**src/rtl/qcv_pkg.sv**
```systemverilog
// Shared integer-pipeline definitions: register-file geometry and the writeback entry.
package qcv_pkg;

  localparam int REG_ADDR_W = 5;
  localparam int XLEN       = 32;

  localparam logic [REG_ADDR_W-1:0] REG_ZERO = 5'd0;

  typedef struct packed {
    logic [REG_ADDR_W-1:0] rd;
    logic [XLEN-1:0]       wdata;
  } wb_entry_t;

endpackage

```
**src/rtl/qcv_wb_fifo.sv**
```systemverilog
// Small synchronous FIFO of writeback entries; push while full and pop while empty are ignored.
module qcv_wb_fifo
  import qcv_pkg::*;
#(
  parameter int DEPTH = 2
) (
  input  logic      clk_i,
  input  logic      rst_i,
  input  logic      push_i,
  input  wb_entry_t push_data_i,
  input  logic      pop_i,
  output wb_entry_t head_o,
  output logic      full_o,
  output logic      empty_o
);

  localparam int              PTR_W    = $clog2(DEPTH);
  localparam logic [PTR_W:0]  FULL_CNT = (PTR_W + 1)'(DEPTH);

  wb_entry_t          mem [DEPTH];
  logic [PTR_W-1:0]   wr_ptr;
  logic [PTR_W-1:0]   rd_ptr;
  logic [PTR_W:0]     count;
  logic               push_ok;
  logic               pop_ok;

  assign full_o  = (count == FULL_CNT);
  assign empty_o = (count == '0);
  assign push_ok = push_i && !full_o;
  assign pop_ok  = pop_i && !empty_o;
  assign head_o  = mem[rd_ptr];

  // NOTE: sequential state uses non-blocking assignments so every flop samples pre-edge values.
  always_ff @(posedge clk_i or posedge rst_i) begin
    if (rst_i) begin
      wr_ptr <= '0;
      rd_ptr <= '0;
      count  <= '0;
    end else begin
      if (push_ok) wr_ptr <= wr_ptr + 1'b1;
      if (pop_ok)  rd_ptr <= rd_ptr + 1'b1;
      case ({push_ok, pop_ok})
        2'b10:   count <= count + 1'b1;
        2'b01:   count <= count - 1'b1;
        default: count <= count;
      endcase
    end
  end

  // NOTE: storage is deliberately not reset; the pointers alone decide what is valid.
  always_ff @(posedge clk_i) begin
    if (push_ok) mem[wr_ptr] <= push_data_i;
  end

endmodule

```
**src/rtl/qcv_writeback_unit.sv**
```systemverilog
// Register-file write owner: merges ALU and LSU results, tracks pending loads, forwards the in-flight write.
module qcv_writeback_unit
  import qcv_pkg::*;
#(
  parameter int LSU_DEPTH    = 2,
  parameter int STARVE_LIMIT = 4
) (
  input  logic                  clk_i,
  input  logic                  rst_i,
  input  logic                  alu_valid_i,
  input  logic [REG_ADDR_W-1:0] alu_rd_i,
  input  logic [XLEN-1:0]       alu_wdata_i,
  output logic                  alu_stall_o,
  input  logic                  lsu_valid_i,
  output logic                  lsu_ready_o,
  input  logic [REG_ADDR_W-1:0] lsu_rd_i,
  input  logic [XLEN-1:0]       lsu_wdata_i,
  input  logic                  lsu_issue_i,
  input  logic [REG_ADDR_W-1:0] lsu_issue_rd_i,
  input  logic [REG_ADDR_W-1:0] raddr_a_i,
  input  logic [REG_ADDR_W-1:0] raddr_b_i,
  output logic                  busy_a_o,
  output logic                  busy_b_o,
  output logic                  fwd_a_o,
  output logic                  fwd_b_o,
  output logic [XLEN-1:0]       fwd_data_o,
  output logic                  rf_we_o,
  output logic [REG_ADDR_W-1:0] rf_waddr_o,
  output logic [XLEN-1:0]       rf_wdata_o,
  output logic                  err_o
);

  localparam int           NREGS      = 2 ** REG_ADDR_W;
  localparam logic [3:0]   STARVE_MAX = 4'(STARVE_LIMIT);

  wb_entry_t        fifo_head;
  logic             fifo_full;
  logic             fifo_empty;
  logic             fifo_push;
  logic             pop;
  logic             alu_take;
  logic [3:0]       starve_cnt;
  logic [NREGS-1:0] pend;
  logic [NREGS-1:0] set_mask;
  logic [NREGS-1:0] clr_mask;

  assign lsu_ready_o = !fifo_full && !rst_i;
  assign fifo_push   = lsu_valid_i && lsu_ready_o;
  assign alu_stall_o = (starve_cnt == STARVE_MAX);
  assign alu_take    = alu_valid_i && !alu_stall_o;
  // The LSU head wins whenever the ALU is idle or has been forced to yield.
  assign pop         = !fifo_empty && (!alu_valid_i || alu_stall_o);

  qcv_wb_fifo #(.DEPTH(LSU_DEPTH)) u_fifo (
    .clk_i       (clk_i),
    .rst_i       (rst_i),
    .push_i      (fifo_push),
    .push_data_i ('{rd: lsu_rd_i, wdata: lsu_wdata_i}),
    .pop_i       (pop),
    .head_o      (fifo_head),
    .full_o      (fifo_full),
    .empty_o     (fifo_empty)
  );

  // NOTE: every always_comb output gets a default first so no latch is inferred.
  always_comb begin
    set_mask = '0;
    clr_mask = '0;
    if (lsu_issue_i && lsu_issue_rd_i != REG_ZERO) set_mask[lsu_issue_rd_i] = 1'b1;
    if (pop && fifo_head.rd != REG_ZERO)           clr_mask[fifo_head.rd]   = 1'b1;
  end

  always_ff @(posedge clk_i or posedge rst_i) begin
    if (rst_i) begin
      pend       <= '0;
      starve_cnt <= '0;
      rf_we_o    <= 1'b0;
      rf_waddr_o <= REG_ZERO;
      rf_wdata_o <= '0;
      err_o      <= 1'b0;
    end else begin
      // Applying the set after the clear makes a same-cycle re-issue keep the bit.
      pend <= (pend & ~clr_mask) | set_mask;

      if (pop || fifo_empty) starve_cnt <= '0;
      else                   starve_cnt <= starve_cnt + 1'b1;

      if (pop) begin
        rf_we_o    <= (fifo_head.rd != REG_ZERO);
        rf_waddr_o <= fifo_head.rd;
        rf_wdata_o <= fifo_head.wdata;
      end else if (alu_take) begin
        rf_we_o    <= (alu_rd_i != REG_ZERO);
        rf_waddr_o <= alu_rd_i;
        rf_wdata_o <= alu_wdata_i;
      end else begin
        rf_we_o    <= 1'b0;
      end

      if ((lsu_issue_i && lsu_issue_rd_i != REG_ZERO && pend[lsu_issue_rd_i]) ||
          (alu_valid_i && alu_stall_o))
        err_o <= 1'b1;
    end
  end

  assign busy_a_o   = (raddr_a_i != REG_ZERO) && pend[raddr_a_i];
  assign busy_b_o   = (raddr_b_i != REG_ZERO) && pend[raddr_b_i];
  assign fwd_a_o    = rf_we_o && (rf_waddr_o == raddr_a_i) && (raddr_a_i != REG_ZERO);
  assign fwd_b_o    = rf_we_o && (rf_waddr_o == raddr_b_i) && (raddr_b_i != REG_ZERO);
  assign fwd_data_o = rf_wdata_o;

endmodule

```
**config.mk**
```make
export PLATFORM = sky130hd
export DESIGN_NAME = qcv_writeback_unit
export DESIGN_NICKNAME = d
export VERILOG_FILES = /design/src/rtl/qcv_pkg.sv /design/src/rtl/qcv_wb_fifo.sv /design/src/rtl/qcv_writeback_unit.sv
export SDC_FILE = /design/constraint.sdc
export NUM_CORES = 1
export LEC_CHECK = 0
export ABC_AREA = 1
export BUFFER_PORTS_ARGS = -buffer_cell sky130_fd_sc_hd__buf_2
export CAP_MARGIN = 5
export CORE_ASPECT_RATIO = 1.4
export CORE_MARGIN = 5
export CORE_UTILIZATION = 30
export CTS_CLUSTER_SIZE = 25
export DETAILED_ROUTE_END_ITERATION = 8
export HOLD_SLACK_MARGIN = 0.05
export MAX_ROUTING_LAYER = met4
export PLACE_DENSITY_LB_ADDON = 0.15
export SLEW_MARGIN = 15
export SYNTH_ARGS = -nofsm -noshare
export SYNTH_HDL_FRONTEND = slang
export SYNTH_SLANG_ARGS = --single-unit
```
**constraint.sdc**
```tcl
create_clock -name clk_i -period 7.8 [get_ports clk_i]
set_clock_uncertainty 0.05 [all_clocks]
set_input_delay 1.56 -clock clk_i [delete_from_list [all_inputs] [get_ports clk_i]]
set_output_delay 1.56 -clock clk_i [all_outputs]
set_load 0.03 [all_outputs]
```
==> impl_metrics.tcl <==
set metrics [dict create \
    status "completed" \
    wire_per_inst_um 18.0 \
    fmax_mhz 222 \
    place_ws_ps 3320 \
    dpl.cell_count 1222 \
    io_pins 171 \
    required_ps 6190 \
    num-nets-final 1023 \
    synthArstFlopShare 0.516 \
    die_area_um2 28000 \
    synthAdderAreaFrac 0.00507 \
    worst-path-max-fanout 32 \
    synth_area_leader_cell "edfxtp_1" \
    path_clk_slew_ps 70 \
    cts_setup_buffers 0 \
    htree_levels 4 \
    muxShareOfSynthArea 0 \
    whs_ps 373 \
    syn_nets 893 \
    p_per_area_nw_per_um2 380 \
    finalCriticalPeriod_ps 4490 \
    synthDistinctLibCells 36 \
    timing.final.ws_setup_ps 3310 \
    drc 0 \
    firstDrtPassIters 4 \
    clock-sinks 153 \
    tightestPinTransition_ps 721 \
    cts_max_path_buffers 2 \
    grt_use_total 0.169 \
    clockRootBuffer "clkbuf_16" \
    antenna_found_initial 6 \
    final_max_slew_viol_count 0 \
    yosys-top-cells-count "nand2_1 (239), dfrtp_1 (79), edfxtp_1 (74), inv_1 (53), o21ai_0 (49)" \
    grt_pass1_wl_um 35300 \
    core_um2 24500 \
    ys_seq_elements 153 \
    cts_hold_buf 0 \
    arrival_ps 2880 \
    nFillCells 2530 \
    setup_violations 0 \
    die_h_um 196 \
    drt_iter0_drc 292 \
    cts_tree "done" \
    synthesis.area_um2 7400 \
    synthSimpleGateAreaFrac 0.192 \
    post-route-period-util 0.576 \
    slew_headroom 0.518 \
    cts_inserted_buffers 17 \
    peakVddDrop_mv 0.179 \
    netlist_instances 796 \
    final_util 0.364 \
    crit_path_start_kind "input pin" \
    vias 6067 \
    grt_max_degree 53 \
    ys_warn_count 0 \
    fp.dieW_um 143 \
    hold_depth 0 \
    synthFlopType "dfrtp_1" \
    synth_compound_area_frac 0.140 \
    layout-drive-gt1-share 0.247 \
    crit_start "raddr_b_i[0]" \
    hold_viol_final 0 \
    viasPerCell 4.82 \
    floorplan.rows 68 \
    rsz0062_at_grt "no" \
    gp_congestion 0.862 \
    drt_wl_total_um 22700 \
    synth_xor_area_frac 0.0106 \
    areaGrowthSynthToFinish_pct 20.7 \
    grt_pass1_vias 6320 \
    synth_area_leaders "edfxtp_1 (30%), dfrtp_1 (27%), nand2_1 (12%)" \
    holdCritStartpoint "pend[0]$_DFF_PP0_" \
    rr_worst_depth 9 \
    synth_top_family_by_area "simple AND/OR/NAND/NOR gates" \
    r2r_start "starve_cnt[0]$_DFF_PP0_" \
    io_buffers 170 \
    post_synth.cell_area_avg_um2 9.30 \
    synth_most_common_cell "nand2_1" \
    drv_cap 0 \
    stdcell_count 1260 \
    post_cts_resized 0 \
    ys_seq_area_frac 0.567 \
    grt_overflow 0 \
    netlist.area_leader.share 0.300 \
    end_kind "output pin" \
    clk_latency_ps 420 \
    p_leak_nw 3.89 \
    hpwlAfterDp_um 16200 \
    synth-edff-count 74 \
    hp-class "reg -> reg" \
    start_util 0.302 \
    finalSetupTns_ps 0 \
    final_antenna_net_count 0 \
    critPathKind "in -> out" \
]
## critical path, cell delays in order
cell and delay (ps):
buf_2 420, inv_1 180, nand2_1 110, nand3_1 60
nand3_1 90, nand3_1 70, nand2_1 70, nand2_1 40
nor2_1 70, buf_2 200
## routing by layer
metal	wire [um]	vias up	share of wire	GRT usage
met2	11900	166	0.53	0.294
met3	1160	32	0.051	0.0371
met5	0	-	0	-
met4	705	0	0.031	0.0634
li1	-	2986	-	-
met1	8890	2883	0.39	0.187
## metrics by stage
step | cell area (um^2) | total power (W)
floorplan | 7400 | 0.00220
CTS | 8920 | 0.00344
global route | 8930 | 0.00361
detailed placement | 8290 | 0.00257
finish | 8930 | 0.00339
global placement | 8290 | 0.00257
## logic make-up (layout without fill, tap and decap cells)
logic type / count (synthesis) / count (layout)
simple gates: 333 / 333
compound gates: 175 / 175
flops: 153 / 153
buf+inv: 123 / 266
xor+xnor: 9 / 9
fa+ha+maj: 3 / 3
other cells: 0 / 6
## placed cells by master (no fill, tap or decap), drive strengths merged, types with 4 or more instances in the layout
cell / n
a21oi: 13
a31oi: 31
buf: 174
clkbuf: 17
clkinv: 7
dfrtp: 79
diode: 6
edfxtp: 74
inv: 65
nand2: 246
nand3: 37
nor2: 30
nor3: 12
o211ai: 18
o21ai: 70
o221ai: 4
o22ai: 34
o31ai: 4
xor2: 6
## registers in the layout, summed over array words and instances (netlist names)
name	cells
fwd_data_o	32
rf_we_o	1
rf_waddr_o	5
u_fifo.count	2
starve_cnt	4
u_fifo.mem	74
err_o	1
u_fifo.rd_ptr	1
u_fifo.wr_ptr	1
pend	32
## cell type report
class                      instances  area (um^2)  share of cell area
inverter                          60          229              0.0256
multi-input combinational        520         2590               0.290
clock inverter                    15          199              0.0223
tap                              315          394              0.0441
sequential                       153         4200               0.470
timing repair buffer             174          881              0.0986
antenna                            6         15.0             0.00168
clock buffer                      17          425              0.0476
## final timing paths
check	end	slack, ps
worst max-delay path	busy_b_o	3310
worst min-delay path	pend[0]$_DFF_PP0_	370
worst max register to register	pend[9]$_DFF_PP0_	5280
worst min register to register	pend[0]$_DFF_PP0_	370
max in group asynchronous	fwd_data_o[21]$_DFFE_PP0P_	5500
min in group asynchronous	u_fifo.wr_ptr$_DFFE_PP0P_	1120
## report_power, final
part	switching [W]	internal [W]	total [W]
logic	0.000886	0.000351	0.00124
registers	0.000218	0.00108	0.00129
clock network	0.000368	0.000491	0.000859
total	0.00147	0.00192	0.00339
(Power assumes the default switching activity.)
